[src/rtl/qmfir_mac_engine_pkg.sv]
// Shared widths, FSM encoding and pipeline constants for the qmfir MAC engine.
package qmfir_mac_engine_pkg;

    localparam int unsigned C_DATA_WIDTH  = 16;
    localparam int unsigned C_COEF_WIDTH  = 16;
    localparam int unsigned C_ACC_WIDTH   = 40;
    localparam int unsigned C_ADDR_WIDTH  = 10;
    localparam int unsigned C_SHIFT_WIDTH = 6;
    localparam int unsigned DRAIN_CYCLES  = 3;
    // Mirrored coefficient needs one extra bit to hold +2^(CW-1).
    localparam int unsigned PROD_WIDTH    = C_COEF_WIDTH + 1 + C_DATA_WIDTH;

    typedef enum logic [2:0] {
        StIdle  = 3'd0,
        StInit  = 3'd1,
        StMac   = 3'd2,
        StDrain = 3'd3,
        StWrite = 3'd4,
        StDone  = 3'd5
    } state_t;

endpackage

[src/rtl/qmfir_mac_engine_if.sv]
// Register-bank controls and BRAM ports of the qmfir MAC engine.
interface qmfir_mac_engine_if;
    import qmfir_mac_engine_pkg::*;

    logic                     start;
    logic                     abort;
    logic [C_ADDR_WIDTH-1:0]  num_samples;
    logic [C_ADDR_WIDTH-1:0]  num_taps;
    logic                     hi_band;
    logic                     decim;
    logic [C_SHIFT_WIDTH-1:0] shift;
    logic [C_ADDR_WIDTH-1:0]  x_addr;
    logic [C_DATA_WIDTH-1:0]  x_data;
    logic [C_ADDR_WIDTH-1:0]  h_addr;
    logic [C_COEF_WIDTH-1:0]  h_data;
    logic [C_ADDR_WIDTH-1:0]  y_addr;
    logic [C_DATA_WIDTH-1:0]  y_data;
    logic                     y_we;
    logic                     busy;
    logic                     done;
    logic                     sat_flag;

    modport master (
        output start, abort, num_samples, num_taps, hi_band, decim, shift, x_data, h_data,
        input  x_addr, h_addr, y_addr, y_data, y_we, busy, done, sat_flag
    );

    modport slave (
        input  start, abort, num_samples, num_taps, hi_band, decim, shift, x_data, h_data,
        output x_addr, h_addr, y_addr, y_data, y_we, busy, done, sat_flag
    );

endinterface

[src/rtl/qmfir_mac_engine_round_sat.sv]
// Rounding right-shift of the accumulator followed by saturation to the output word.
module qmfir_mac_engine_round_sat
    import qmfir_mac_engine_pkg::*;
(
    input  logic signed [C_ACC_WIDTH-1:0]   i_acc,
    input  logic        [C_SHIFT_WIDTH-1:0] i_shift,
    output logic        [C_DATA_WIDTH-1:0]  o_data,
    output logic                            o_clip
);
    // Wide enough for the rounding constant at the largest shift.
    localparam int unsigned EW = 66;
    localparam int unsigned DW = C_DATA_WIDTH;
    localparam logic signed [EW-1:0] SatMax = {{(EW-DW+1){1'b0}}, {(DW-1){1'b1}}};
    localparam logic signed [EW-1:0] SatMin = {{(EW-DW+1){1'b1}}, {(DW-1){1'b0}}};

    logic signed [EW-1:0] w_ext;
    logic signed [EW-1:0] w_rnd;
    logic signed [EW-1:0] w_shr;

    always_comb begin
        w_ext  = EW'(i_acc);
        w_rnd  = (i_shift != '0) ? (EW'(1) << (i_shift - 6'd1)) : '0;
        w_shr  = (w_ext + w_rnd) >>> i_shift;
        o_clip = 1'b0;
        o_data = w_shr[DW-1:0];
        if (w_shr > SatMax) begin
            o_clip = 1'b1;
            o_data = SatMax[DW-1:0];
        end else if (w_shr < SatMin) begin
            o_clip = 1'b1;
            o_data = SatMin[DW-1:0];
        end
    end

endmodule

[src/rtl/qmfir_mac_engine.sv]
// Time-multiplexed FIR MAC: one tap per cycle, low/high (mirror) band, optional decimation by 2.
module qmfir_mac_engine
    import qmfir_mac_engine_pkg::*;
(
    input  logic               SPLB_Clk,
    input  logic               SPLB_Rst,
    qmfir_mac_engine_if.slave  bus
);
    localparam int unsigned AW = C_ADDR_WIDTH;
    localparam int unsigned CW = C_COEF_WIDTH;
    localparam int unsigned PW = PROD_WIDTH;

    state_t                   r_state, w_state_nxt;
    logic [AW-1:0]            r_num_samples, r_num_taps, r_n, r_k;
    logic                     r_hi_band, r_decim, r_sat;
    logic [C_SHIFT_WIDTH-1:0] r_shift;
    logic [1:0]               r_drain;
    logic                     r_p1_vld, r_p1_zero, r_p1_neg, r_p2_vld;
    logic signed [PW-1:0]     r_prod;
    logic signed [C_ACC_WIDTH-1:0] r_acc;

    logic                     w_start, w_abort, w_empty, w_last_tap, w_drain_end, w_last_out;
    logic [AW:0]              w_n_next;
    logic signed [CW:0]       w_coef, w_coef_sel;
    logic signed [PW-1:0]     w_coef_ext, w_x_ext, w_prod;
    logic [C_DATA_WIDTH-1:0]  w_y;
    logic                     w_clip;

    assign w_start     = (r_state == StIdle) && bus.start && !bus.abort;
    assign w_abort     = bus.abort && (r_state != StIdle);
    assign w_empty     = (r_num_samples == '0) || (r_num_taps == '0);
    assign w_last_tap  = (r_k == r_num_taps - AW'(1));
    assign w_drain_end = (r_drain == 2'(DRAIN_CYCLES - 1));
    assign w_n_next    = {1'b0, r_n} + (r_decim ? (AW+1)'(2) : (AW+1)'(1));
    assign w_last_out  = (w_n_next >= {1'b0, r_num_samples});

    always_ff @(posedge SPLB_Clk) begin
        if (SPLB_Rst) r_state <= StIdle;
        else          r_state <= w_state_nxt;
    end

    always_comb begin
        w_state_nxt = r_state;
        unique case (r_state)
            StIdle:  if (w_start) w_state_nxt = StInit;
            StInit:  w_state_nxt = w_empty ? StDone : StMac;
            StMac:   if (w_last_tap) w_state_nxt = StDrain;
            StDrain: if (w_drain_end) w_state_nxt = StWrite;
            StWrite: w_state_nxt = w_last_out ? StDone : StInit;
            StDone:  w_state_nxt = StIdle;
            default: w_state_nxt = StIdle;
        endcase
        if (w_abort) w_state_nxt = StIdle;
    end

    always_comb begin
        bus.x_addr   = r_n - r_k;
        bus.h_addr   = r_k;
        bus.y_addr   = r_decim ? (r_n >> 1) : r_n;
        bus.y_data   = w_y;
        bus.y_we     = (r_state == StWrite) && !bus.abort;
        bus.busy     = (r_state == StInit) || (r_state == StMac) ||
                       (r_state == StDrain) || (r_state == StWrite);
        bus.done     = (r_state == StDone) && !bus.abort;
        bus.sat_flag = r_sat;
    end

    // Stage 1 sees the BRAM data for the tap issued last cycle; x is zeroed where n-k < 0.
    always_comb begin
        w_coef     = $signed({bus.h_data[CW-1], bus.h_data});
        w_coef_sel = r_p1_neg ? -w_coef : w_coef;
        w_coef_ext = PW'(w_coef_sel);
        w_x_ext    = r_p1_zero ? '0 : PW'($signed(bus.x_data));
        w_prod     = w_coef_ext * w_x_ext;
    end

    always_ff @(posedge SPLB_Clk) begin
        if (SPLB_Rst) begin
            r_num_samples <= '0;
            r_num_taps    <= '0;
            r_hi_band     <= 1'b0;
            r_decim       <= 1'b0;
            r_shift       <= '0;
            r_n           <= '0;
            r_k           <= '0;
            r_drain       <= '0;
            r_sat         <= 1'b0;
            r_p1_vld      <= 1'b0;
            r_p1_zero     <= 1'b0;
            r_p1_neg      <= 1'b0;
            r_p2_vld      <= 1'b0;
            r_prod        <= '0;
            r_acc         <= '0;
        end else begin
            if (w_start) begin
                r_num_samples <= bus.num_samples;
                r_num_taps    <= bus.num_taps;
                r_hi_band     <= bus.hi_band;
                r_decim       <= bus.decim;
                r_shift       <= bus.shift;
                r_n           <= '0;
                r_sat         <= 1'b0;
            end
            if (r_state == StInit) r_k <= '0;
            else if (r_state == StMac && !w_last_tap) r_k <= r_k + AW'(1);
            r_drain <= (r_state == StDrain) ? r_drain + 2'd1 : 2'd0;
            if (r_state == StWrite && !bus.abort) begin
                r_n <= w_n_next[AW-1:0];
                if (w_clip) r_sat <= 1'b1;
            end
            r_p1_vld  <= (r_state == StMac) && !bus.abort;
            r_p1_zero <= (r_k > r_n);
            r_p1_neg  <= r_hi_band && r_k[0];
            r_p2_vld  <= r_p1_vld;
            r_prod    <= r_p1_vld ? w_prod : '0;
            if (r_state == StInit) r_acc <= '0;
            else if (r_p2_vld)     r_acc <= r_acc + C_ACC_WIDTH'(r_prod);
        end
    end

    qmfir_mac_engine_round_sat u_round_sat (
        .i_acc   (r_acc),
        .i_shift (r_shift),
        .o_data  (w_y),
        .o_clip  (w_clip)
    );

endmodule
[src/flat_wrapper.sv]
// flat-port wrapper written by rule: the top's interface ports become plain ports
module qmfir_mac_engine_flat import qmfir_mac_engine_pkg::*;
  (SPLB_Clk, SPLB_Rst, bus_start, bus_abort, bus_num_samples, bus_num_taps, bus_hi_band, bus_decim, bus_shift, bus_x_data, bus_h_data, bus_x_addr, bus_h_addr, bus_y_addr, bus_y_data, bus_y_we, bus_busy, bus_done, bus_sat_flag);
  qmfir_mac_engine_if bus_i ();
  input  logic SPLB_Clk;
  input  logic SPLB_Rst;
  input wire logic [$bits(bus_i.start)-1:0] bus_start;
  input wire logic [$bits(bus_i.abort)-1:0] bus_abort;
  input wire logic [$bits(bus_i.num_samples)-1:0] bus_num_samples;
  input wire logic [$bits(bus_i.num_taps)-1:0] bus_num_taps;
  input wire logic [$bits(bus_i.hi_band)-1:0] bus_hi_band;
  input wire logic [$bits(bus_i.decim)-1:0] bus_decim;
  input wire logic [$bits(bus_i.shift)-1:0] bus_shift;
  input wire logic [$bits(bus_i.x_data)-1:0] bus_x_data;
  input wire logic [$bits(bus_i.h_data)-1:0] bus_h_data;
  output wire logic [$bits(bus_i.x_addr)-1:0] bus_x_addr;
  output wire logic [$bits(bus_i.h_addr)-1:0] bus_h_addr;
  output wire logic [$bits(bus_i.y_addr)-1:0] bus_y_addr;
  output wire logic [$bits(bus_i.y_data)-1:0] bus_y_data;
  output wire logic [$bits(bus_i.y_we)-1:0] bus_y_we;
  output wire logic [$bits(bus_i.busy)-1:0] bus_busy;
  output wire logic [$bits(bus_i.done)-1:0] bus_done;
  output wire logic [$bits(bus_i.sat_flag)-1:0] bus_sat_flag;
  assign bus_i.start = bus_start;
  assign bus_i.abort = bus_abort;
  assign bus_i.num_samples = bus_num_samples;
  assign bus_i.num_taps = bus_num_taps;
  assign bus_i.hi_band = bus_hi_band;
  assign bus_i.decim = bus_decim;
  assign bus_i.shift = bus_shift;
  assign bus_i.x_data = bus_x_data;
  assign bus_i.h_data = bus_h_data;
  assign bus_x_addr = bus_i.x_addr;
  assign bus_h_addr = bus_i.h_addr;
  assign bus_y_addr = bus_i.y_addr;
  assign bus_y_data = bus_i.y_data;
  assign bus_y_we = bus_i.y_we;
  assign bus_busy = bus_i.busy;
  assign bus_done = bus_i.done;
  assign bus_sat_flag = bus_i.sat_flag;
  qmfir_mac_engine u_core (.SPLB_Clk(SPLB_Clk), .SPLB_Rst(SPLB_Rst), .bus(bus_i));
endmodule
[config.mk]
export PLATFORM = sky130hd
export DESIGN_NAME = qmfir_mac_engine_flat
export DESIGN_NICKNAME = d
export VERILOG_FILES = /design/src/rtl/qmfir_mac_engine_pkg.sv /design/src/rtl/qmfir_mac_engine_if.sv /design/src/rtl/qmfir_mac_engine_round_sat.sv /design/src/rtl/qmfir_mac_engine.sv /design/src/flat_wrapper.sv
export SDC_FILE = /design/constraint.sdc
export NUM_CORES = 2
export LEC_CHECK = 0
export ABC_AREA = 1
export CAP_MARGIN = 20
export CORE_ASPECT_RATIO = 0.8
export CORE_MARGIN = 5
export CORE_UTILIZATION = 37
export DETAILED_ROUTE_END_ITERATION = 12
export GPL_TIMING_DRIVEN = 0
export PLACE_DENSITY = 0.53
export RECOVER_POWER = 100
export SLEW_MARGIN = 20
export SYNTH_ARGS = -nofsm -noshare
export SYNTH_HDL_FRONTEND = slang
export SYNTH_SLANG_ARGS = --single-unit
[constraint.sdc]
create_clock -name SPLB_Clk -period 16 [get_ports SPLB_Clk]
set_input_delay 3.2 -clock SPLB_Clk [delete_from_list [all_inputs] [get_ports SPLB_Clk]]
set_output_delay 3.2 -clock SPLB_Clk [all_outputs]
set_load 0.005 [all_outputs]
==> summary.md <==
| Metric | Value |
|---|---|
| Status | finished with violations |
| Failing checks | max-capacitance violations, max-slew violations |
| GRT overflow | 0 |
| Max Cap Viol | 1 |
| Critical path class | in -> reg |
| Max_slew headroom | -16.5% |
| # rows | between 90 and 100 |
| Worst Hold Class | reg -> reg |
| Yosys cell types | 60 |
| Post-synth EDFFs | 0 |
| Largest family of logic cells by synthesized area | simple AND/OR/NAND/NOR gates |
| CP Capture Point | u_core.r_prod[32] |
| Layout cell share with drive strength beyond 1 | ~5.3% |
| Mux cell area share after synthesis | 0.332% |
| Die Wd | between 300 and 400 µm |
| Register bit count reported by yosys | approximately 130 |
| Routed Antenna Nets | 0 |
| Vias in the first global route | 29748 |
| Vias | 32163 |
| Routability Congestion | 1.01 |
| Simple-Gate Fraction of Synth Area | 37.4% |
| Min Tclk post-route | approximately 14 ns |
| Synth async-reset ratio | 0% |
| NumNets Final | between 5000 and 6000 |
| Worst EP required | around 16 ns |
| Synth Area in Adders | between 20 and 30% |
| Critical Path AT | 13.85 ns |
| Leak | ~18 nW |
| Initial antenna violation count | 1 |
| RSZ-0062 raised after global routing | no |
| CP most frequent cell | inv_1 |
| Final hold vios | 0 |
| Clock sink count | approximately 130 |
| Drt via density | 5.23 |
| Worst-Margin Slew | 1.73 ns |
| Total wire length | about 120000 µm |
| Cell taking the most area after synthesis | fa_1 |
| Worst flop-to-flop path startpoint | u_core.r_p1_neg |
| Clock skew | approximately 0.016 ns |
| Period utilization | 84.7% |
| Endpoints failing setup | 0 |
| Pre-CTS WS | around 2.4 ns |
| CP peak stage delay | ~0.85 ns |
| Setup Fix Bufs, Post-CTS | 0 |
| Max IR drop VDD | 0.737 mV |
| Syn Nets | 5480 |
| Area fraction of the dominant cell type after synthesis | about a fifth |
| Htree depth | 4 |
| Max Slew Vio Count | 8 |
| Pin count of the biggest net entering global routing | 32 |
| First-pass GRT wire length | 186000 µm |
| Max clock buf depth | 2 |
| Post-Synth XOR/XNOR Area | 3.28% |
| Compound-gate portion of the synthesized area | a little under a tenth |
| CP max FO | 10 |
| Diode count | 0 |
| DRC | 0 |
| Buffers on Ports | around 110 |
| Crit-path slowest cell | xor2_1 |
| Syn Inst Count | 4917 |
| Mapped cell area | about 30000 µm² |
| Final instance area | 33300 µm² |
| Drt first pass iters | 7 |
| Root Driver | clkbuf_16 |
| CTS-repair resized insts | 0 |
| I/O pins | roughly 110 |
| DP HPWL | roughly 110000 µm |
| Post-synthesis sequential area ratio | 8.70% |
| Initial core utilization | a little under two fifths |
| Synth Flop Type | dfxtp_1 |
| CORE AREA | between 80000 and 90000 µm² |
| Minimum hold slack | 0.430 ns |
| Commonest cells in the netlist | 1340 x nand2_1, 852 x inv_1, 559 x nand3_1, 494 x nor2_1, 285 x fa_1 |
| Tot GR Track Use | around 28% |
| Full die area | around 87000 µm² |
| Wire per inst | roughly 20 µm |
| Worst setup margin | about 2.5 ns |
| Syn avg cell area | roughly 6.1 µm² |
| Worst reg-to-reg path cell count | 32 |
| Clock latency on the worst-skew pair | ~0.44 ns |
| Cts hold-fix bufs | 0 |
| Die Y | between 200 and 300 µm |
| Cts bufs inserted | 17 |
| Area contributors post-synth | fa_1 19%, nand2_1 17%, inv_1 11%, nand3_1 9.3%, ha_1 8.9% |
| Power Total | ~7.5 mW |
| Ys Warns | 0 |
| Setup TNS | 0 ns |
| Reg-to-reg slack, setup | between 6 and 7 ns |
| CP startpoint | bus_h_data[0] |
| Hold_sp | u_core.r_drain[0] |
| CTS tree | done |
| Area Overhead vs Synth | 10.4% |
| Worst-path clk slew | 0.07 ns |
| Count leader, synth | nand2_1 |
| Crit. End Element | flip-flop |
| Highest clock rate | roughly 74 MHz |
| RR Endpoint | u_core.r_prod[32] |
| Placed Area | ~33000 µm² |
| Power Density | 225 nW/µm² |
| CP Launch Type | input pin |
| 1st-iter DRT viols | 3825 |
## worst min path at each step
stage          cells past startpoint           endpoint  slack [ns]
4_1_cts                            1  u_core.r_drain[0]        0.43
2_1_floorplan                      1  u_core.r_drain[0]        0.40
3_3_place_gp                       1  u_core.r_drain[0]        0.41
5_1_grt                            1  u_core.r_drain[0]        0.44
3_5_place_dp                       1  u_core.r_drain[0]        0.42
6_report                           1  u_core.r_drain[0]        0.43
## sequential cells by signal, indices dropped and copies added, names as in the netlist, 3 cells and up
signal and count:
u_core.bus.h_addr 10, u_core.r_acc 40, u_core.r_n 10, u_core.r_num_samples 10, u_core.r_num_taps 10, u_core.r_prod 33
u_core.r_shift 6, u_core.r_state 3
## through the flow
stage               util, %  std cells
floorplan                 -       4917
global placement       40.5       6121
detailed placement     40.5       6122
CTS                    41.3       6154
global route           41.3       6154
finish                 41.3       6154
## kinds of logic (layout without fill, tap and decap cells)
family	Yosys count	count (layout)
other	2	2
and+or+nand+nor	2616	2616
DFF	131	131
AOI/OAI and AO/OA	498	498
adders and majority gates	499	499
xor gates and xnor gates	113	113
muxes	10	10
buffers and inverters	1048	1193
## critical path: cells and delay by family
| kind | cells | cell delay (ns) |
|---|---|---|
| and+or+nand+nor | 14 | 1.92 |
| buffers and inverters | 12 | 2.51 |
| adders and majority gates | 8 | 3.76 |
| xor gates and xnor gates | 1 | 0.85 |
| AOI/OAI and AO/OA | 7 | 1.57 |
## cell type report
cell class                      count  area [µm²]
Clock buffer                       18         439
Clock inverter                     14         214
Timing Repair Buffer              113        1140
Buffer                            152         644
Fill cell                        8956       47300
Multi-Input combinational cell   3738       23500
Inverter                          896        3370
Tap cell                         1092        1370
Sequential cell                   131        2620
## power by group
part	switching (mW)	internal [mW]	leakage, nW	total, mW
sequential	0.0220	0.349	1.06	0.371
combinational	4.25	2.43	16.3	6.68
clock	0.172	0.271	0.318	0.443
## metal layers
layer	part of all wire [%]	vias up	global-route usage, %
li1	-	15581	-
met1	52	15123	46.8
met2	37	1372	37.1
met3	10	83	5.47
met4	1.1	4	3.11
met5	0.095	-	0.870
## layout by cell type (no fill, tap or decap), drive strengths merged, types with 6 or more instances in the layout
| cell type | netlist | final |
|---|---|---|
| a211oi | 6 | 6 |
| a21boi | 8 | 8 |
| a21oi | 212 | 212 |
| a31oi | 24 | 24 |
| buf | 72 | 69 |
| clkbuf | 80 | 102 |
| clkdlybuf4s50 | 0 | 65 |
| clkinv | 15 | 16 |
| dfxtp | 131 | 131 |
| dlygate4sd3 | 0 | 47 |
| fa | 285 | 285 |
| ha | 214 | 214 |
| inv | 881 | 889 |
| mux2i | 10 | 10 |
| nand2 | 1395 | 1395 |
| nand3 | 601 | 601 |
| nand4 | 27 | 27 |
| nor2 | 528 | 528 |
| nor3 | 35 | 35 |
| nor4 | 13 | 13 |
| o211ai | 8 | 8 |
| o21a | 15 | 15 |
| o21ai | 205 | 205 |
| o21bai | 6 | 6 |
| or2 | 8 | 8 |
| xnor2 | 36 | 36 |
| xor2 | 77 | 77 |
Note: power is estimated with default switching activity, not from simulation.
